--- src/rtl/cpu_pkg.sv ---
// Shared CPU definitions: branch encodings, PC step and fetch sequencer states.
package cpu_pkg;

  localparam logic [1:0] BR_NONE = 2'b00;
  localparam logic [1:0] BR_J    = 2'b01;
  localparam logic [1:0] BR_BEQ  = 2'b10;
  localparam logic [1:0] BR_BNE  = 2'b11;

  localparam int PC_STEP = 4;

  typedef enum logic [2:0] {
    IDLE     = 3'd0,
    FETCH    = 3'd1,
    EXEC     = 3'd2,
    MEM_WAIT = 3'd3,
    HALT     = 3'd4
  } fetch_state_t;

  function automatic logic branch_taken(input logic [1:0] br_type, input logic zero);
    logic taken;
    case (br_type)
      BR_J:    taken = 1'b1;
      BR_BEQ:  taken = zero;
      BR_BNE:  taken = ~zero;
      default: taken = 1'b0;
    endcase
    return taken;
  endfunction

endpackage

--- src/rtl/pc_next_calc.sv ---
// Combinational next-PC: sequential step plus optional signed word displacement,
// flagging any target outside instruction memory.
module pc_next_calc
  import cpu_pkg::*;
#(
  parameter int PC_W     = 32,
  parameter int IMEM_AW  = 10,
  parameter int OFFSET_W = 8
) (
  input  logic [PC_W-1:0]     pc,
  input  logic [1:0]          branch_type,
  input  logic [OFFSET_W-1:0] branch_offset,
  input  logic                alu_zero,
  output logic [PC_W-1:0]     next_pc,
  output logic                out_of_range
);

  logic signed [PC_W-1:0] offset_ext;
  logic        [PC_W-1:0] disp;

  always_comb begin
    offset_ext   = {{(PC_W-OFFSET_W){branch_offset[OFFSET_W-1]}}, branch_offset};
    disp         = branch_taken(branch_type, alu_zero) ? $unsigned(offset_ext <<< 2) : '0;
    // Wraps modulo 2^PC_W, so a target below zero lands in the high bits and halts.
    next_pc      = pc + PC_W'(PC_STEP) + disp;
    out_of_range = |next_pc[PC_W-1:IMEM_AW];
  end

endmodule

--- src/rtl/pc_fetch_unit.sv ---
// PC and fetch sequencer: FETCH/EXEC/MEM_WAIT state machine with cache stalls,
// branch resolution and a sticky halt when the PC leaves instruction memory.
module pc_fetch_unit
  import cpu_pkg::*;
#(
  parameter int PC_W     = 32,
  parameter int IMEM_AW  = 10,
  parameter int OFFSET_W = 8,
  parameter int INSTR_W  = 32
) (
  input  logic                CLOCK,
  input  logic                RESET,
  output logic                icache_read,
  output logic [IMEM_AW-1:0]  icache_addr,
  input  logic [INSTR_W-1:0]  icache_rdata,
  input  logic                icache_busywait,
  input  logic                dcache_busywait,
  input  logic                mem_op,
  input  logic [1:0]          branch_type,
  input  logic [OFFSET_W-1:0] branch_offset,
  input  logic                alu_zero,
  output logic [INSTR_W-1:0]  instr,
  output logic                instr_valid,
  output logic [PC_W-1:0]     pc,
  output logic                halt
);

  fetch_state_t        state_q, state_d;
  logic [PC_W-1:0]     pc_q, pc_d;
  logic [INSTR_W-1:0]  instr_q, instr_d;
  logic                instr_valid_q, instr_valid_d;
  logic                icache_read_q, icache_read_d;
  logic                halt_q, halt_d;

  logic [1:0]          br_type_q;
  logic [OFFSET_W-1:0] br_off_q;
  logic                br_zero_q;

  logic [1:0]          calc_type;
  logic [OFFSET_W-1:0] calc_off;
  logic                calc_zero;
  logic [PC_W-1:0]     next_pc;
  logic                next_oor;
  logic                commit;

  // EXEC resolves from live decoder inputs; MEM_WAIT uses the copy taken on EXEC exit.
  always_comb begin
    if (state_q == EXEC) begin
      calc_type = branch_type;
      calc_off  = branch_offset;
      calc_zero = alu_zero;
    end else begin
      calc_type = br_type_q;
      calc_off  = br_off_q;
      calc_zero = br_zero_q;
    end
  end

  pc_next_calc #(
    .PC_W    (PC_W),
    .IMEM_AW (IMEM_AW),
    .OFFSET_W(OFFSET_W)
  ) u_pc_next_calc (
    .pc           (pc_q),
    .branch_type  (calc_type),
    .branch_offset(calc_off),
    .alu_zero     (calc_zero),
    .next_pc      (next_pc),
    .out_of_range (next_oor)
  );

  always_comb begin
    state_d       = state_q;
    pc_d          = pc_q;
    instr_d       = instr_q;
    instr_valid_d = 1'b0;
    icache_read_d = 1'b0;
    halt_d        = halt_q;
    commit        = 1'b0;
    case (state_q)
      IDLE: begin
        state_d       = FETCH;
        icache_read_d = 1'b1;
      end
      FETCH: begin
        if (icache_busywait) begin
          icache_read_d = 1'b1;
        end else begin
          instr_d       = icache_rdata;
          instr_valid_d = 1'b1;
          state_d       = EXEC;
        end
      end
      EXEC: begin
        if (mem_op) state_d = MEM_WAIT;
        else        commit  = 1'b1;
      end
      MEM_WAIT: begin
        if (!dcache_busywait) commit = 1'b1;
      end
      HALT: begin
        halt_d = 1'b1;
      end
      default: state_d = IDLE;
    endcase
    // Retire the instruction: advance the PC, then either fetch again or stop for good.
    if (commit) begin
      pc_d = next_pc;
      if (next_oor) begin
        halt_d  = 1'b1;
        state_d = HALT;
      end else begin
        state_d       = FETCH;
        icache_read_d = 1'b1;
      end
    end
  end

  always_ff @(posedge CLOCK or negedge RESET) begin
    if (!RESET) begin
      state_q       <= IDLE;
      pc_q          <= '0;
      instr_q       <= '0;
      instr_valid_q <= 1'b0;
      icache_read_q <= 1'b0;
      halt_q        <= 1'b0;
    end else begin
      state_q       <= state_d;
      pc_q          <= pc_d;
      instr_q       <= instr_d;
      instr_valid_q <= instr_valid_d;
      icache_read_q <= icache_read_d;
      halt_q        <= halt_d;
    end
  end

  always_ff @(posedge CLOCK) begin
    if (state_q == EXEC) begin
      br_type_q <= branch_type;
      br_off_q  <= branch_offset;
      br_zero_q <= alu_zero;
    end
  end

  assign icache_read = icache_read_q;
  assign icache_addr = pc_q[IMEM_AW-1:0];
  assign instr       = instr_q;
  assign instr_valid = instr_valid_q;
  assign pc          = pc_q;
  assign halt        = halt_q;

endmodule

--- config.mk ---
export PLATFORM = sky130hd
export DESIGN_NAME = pc_fetch_unit
export DESIGN_NICKNAME = d
export VERILOG_FILES = /design/src/rtl/cpu_pkg.sv /design/src/rtl/pc_next_calc.sv /design/src/rtl/pc_fetch_unit.sv
export SDC_FILE = /design/constraint.sdc
export NUM_CORES = 1
export LEC_CHECK = 0
export CORE_MARGIN = 10
export CORE_UTILIZATION = 55
export DETAILED_ROUTE_END_ITERATION = 10
export GPL_TIMING_DRIVEN = 0
export PLACE_DENSITY = 0.85
export SYNTH_ARGS = -nofsm -noshare
export SYNTH_HDL_FRONTEND = slang
export SYNTH_SLANG_ARGS = --single-unit
--- constraint.sdc ---
create_clock -name CLOCK -period 6.8 [get_ports CLOCK]
set_input_delay 1.7 -clock CLOCK [delete_from_list [all_inputs] [get_ports CLOCK]]
set_output_delay 1.7 -clock CLOCK [all_outputs]
set_load 0.02 [all_outputs]
==> flow_summary.yaml <==
clock_network:
  clockBufferDepth: 2
  cts_root_buffer: "clkbuf_8"
  clk_pin_slew_ns: 0.09
  h-tree-depth: 3
  cts_setup_buffers: 0
  cts_tree: "yes"
  ctsResizeCount: 0
  hold_buffers: 0
  numCtsBuffers: 9
  clk_latency_ns: 0.36
  cts.sinks: 79
global_routing:
  gr-total-overflow: 0
  grt_pass1_wl_mm: 24.5
  grt_start_max_net_pins: 69
  antenna_found_initial: 0
  grt_pass1_vias: 4773
  track_usage_pct: 22.7
detailed_routing:
  wl_per_cell_um: 18.8
  dr_total_vias: 4662
  drc: 0
  drt_first_iter_violations: 247
  drt-vias-per-instance: 5.73
  drtPass1Iterations: 4
  wl_mm: 15.3
  postRouteAntennaNets: 0
logic_synthesis:
  synth_ff_type: "dfrtp_1"
  ys.warnings.count: 0
  syn_area_um2: 5190
  async_flop_share_pct: 86.1
  synth_area_leaders: "dfrtp_1 (33%), mux2_2 (11%), ha_1 (8.9%)"
  syn_area_per_cell_um2: 9.20
  yosysTopAreaCell: "dfrtp_1"
  netlist_instances: 564
  ys_seq_area_share_pct: 37.0
  yosysTopAreaCellShare_pct: 32.8
  synth_edf_count: 0
  ys_types: 62
  ys_ff_latch: 79
worst_setup_path:
  startpoint: "branch_type[1]"
  worst-path-buf-inv: 1
  worst_path_largest_cell_delay_ns: 0.48
  crit_family: "simple AND/OR/NAND/NOR gates"
  cp.arrival_ns: 6.32
  crit_fanout: 7
  startpoint_type: "input port"
  crit_slowest_cell: "clkdlybuf4s50_1"
  reg2reg_depth: 17
  rrSetupSlack_ns: 1.39
  crit_top_cell: "ha_1"
  timing.rr.start: "state_q[1]$_DFFE_PN0P_"
  endpoint_kind: "flop"
  r2r-end: "state_q[0]$_DFFE_PN0P_"
  crit_path_cell_trace: "clkdlybuf4s50_1 > nand2_1 > xor2_1 > mux2_2 > nor2b_1 > ha_1 > ha_1 > fa_1 > a211oi_1 > o21ai_0 > nand3_1 > a21boi_0 > or3_1 > a22oi_1 > nand4_1 > nor4b_2 > nand2b_1"
  crit_required_ns: 7.10
  crit_type: "in -> reg"
timing:
  max_freq_mhz: 166
  hold_viol: 0
  rsz0062_at_grt: "false"
  finalSetupViolations: 0
  fin_crit_sh_pct: 88.6
  maxSlewHeadroom_pct: 40.2
  setup_tns_ns: 0
  finalClockSkew_ns: 0.0126
  report.final.slew_viol_count: 0
  post-route-min-period_ns: 6.02
  tightest_slew_ns: 0.898
floorplanning:
  die_y_um: 117
  initial_core_util_pct: 56.4
  ios: 125
  core_area_um2: 9200
  die_w_um: 117
  placementRows: 35
  die_area_um2: 13700
cells_and_area:
  nets: 784
  n_antenna_cell: 0
  fin_cells: 814
  fill_cells: 678
  syn_to_final_growth_pct: 30.0
  post_route_cells_drive_above_1_share_pct: 13.4
power:
  combPwrFrac_pct: 69.6
  internal_power_mw: 2.09
  powerDensity_nw_per_um2: 601
  ir_drop_mv: 0.333
  switching_share_pct: 48.3
  switchingPower_mw: 1.96
  seqPwrFrac_pct: 21.0
  power_leakage_nw: 2.94
  clock_power_share_pct: 9.4
  power.total_mw: 4.05
worst_hold_path:
  hp-start: "br_off_q[4]$_DFF_P_"
  hold_path_depth: 1
  hold_path_end: "br_off_q[4]$_DFF_P_"
  hp-class: "reg -> reg"
placement:
  dp_cells: 798
  gp_congestion: 0.941
  placement.io_buffers: 120
  dp_hpwl_mm: 12.3
status:
  status: "finished, final reports clean"
job:
  cap_viol_max_count: 0
layout make-up:
class | count | area [µm²] | area share (%)
flip-flops and latches | 79 | 1920 | 28.5
multi-input cells | 448 | 3080 | 45.6
inverters | 9 | 33.8 | 0.501
plain buffers | 31 | 170 | 2.52
repair buffers | 120 | 1200 | 17.8
clock buffers | 9 | 124 | 1.84
clock inverters | 7 | 83.8 | 1.24
well taps | 111 | 139 | 2.06
synth_stat cells (all sizes together) (2+ instances only):
library cell / number
inv: 9
dfrtp: 68
and3: 3
nand3: 11
nor4: 2
and2: 22
o21bai: 2
nand3b: 2
a31oi: 4
mux2: 52
or2: 2
nand4: 7
a2111oi: 2
nand2b: 6
a21o: 8
xnor2: 12
xor2: 13
o22ai: 2
a21oi: 31
or3: 5
buf: 16
clkbuf: 15
nor2b: 7
a211oi: 5
a21boi: 5
a22oi: 2
mux2i: 2
nor2: 60
o21ai: 42
nor3: 9
o211ai: 7
dfxtp: 11
ha: 37
a221o: 2
and4: 2
nand2: 66
per-layer routing:
metal | wire length (µm) | vias up | global-route usage [%]
met5 | 0 | - | 0
met4 | 338 | 0 | 7.33
met3 | 723 | 25 | 3.77
met2 | 7940 | 143 | 40.4
met1 | 6260 | 2244 | 27.2
li1 | - | 2250 | -
cells in the final DEF (no fill, tap or decap), types with 6 or more instances in the layout:
cell             instances
clkdlybuf4s50_1        119
dfrtp_1                 68
nand2_1                 66
nor2_1                  60
mux2_2                  52
o21ai_0                 39
ha_1                    37
a21oi_1                 31
and2_1                  21
clkbuf_1                15
xor2_1                  13
buf_4                   13
xnor2_1                 12
nand3_1                 11
dfxtp_1                 11
nor3_1                   9
clkbuf_8                 9
inv_1                    8
a21o_1                   8
nor2b_1                  7
o211ai_1                 7
nand4_1                  7
nand2b_1                 6
cell families after synthesis:
kind of cell	share of synthesized area, %
flops	37.0
buf+inv	3.93
simple gates	19.2
fa+ha+maj	9.30
other cells	0.0722
xor+xnor	4.22
compound gates	14.6
mux	11.7
registers in the layout, indices dropped and copies added, names as in the netlist:
signal / count
instr: 32
icache_read: 1
br_type_q: 2
br_off_q: 8
pc: 30
halt: 1
state_q: 3
instr_valid: 1
br_zero_q: 1
worst max path at each step:
stage | end | slack (ns) | cells past startpoint
floorplan | halt$_DFF_PN0_ | 1.80 | 16
global placement | halt$_DFF_PN0_ | 0.61 | 17
detailed placement | state_q[2]$_DFFE_PN0P_ | 0.47 | 17
CTS | state_q[0]$_DFFE_PN0P_ | 0.84 | 17
global route | icache_read$_DFF_PN0_ | 0.49 | 18
finish | state_q[0]$_DFFE_PN0P_ | 0.78 | 17
power groups by stage:
stage               Sequential [mW]  Clock (mW)  Combinational, mW
CTS                           0.854       0.387               2.82
floorplan                      1.06           0               1.66
global route                  0.881       0.409               3.10
detailed placement            0.863           0               2.80
finish                        0.853       0.379               2.82
global placement              0.844           0               2.73
through the flow:
step	hold slack [ns]	worst slack, ns	area (µm²)	utilization (%)
after floorplan	0.444	1.80	5200	-
after CTS	0.479	0.845	6750	73.4
final	0.479	0.777	6750	73.4
after global routing	0.494	0.492	6750	73.4
after detailed placement	0.461	0.465	6540	71.1
after global placement	0.453	0.613	6540	71.1
Power figures use the tool's default switching activity.
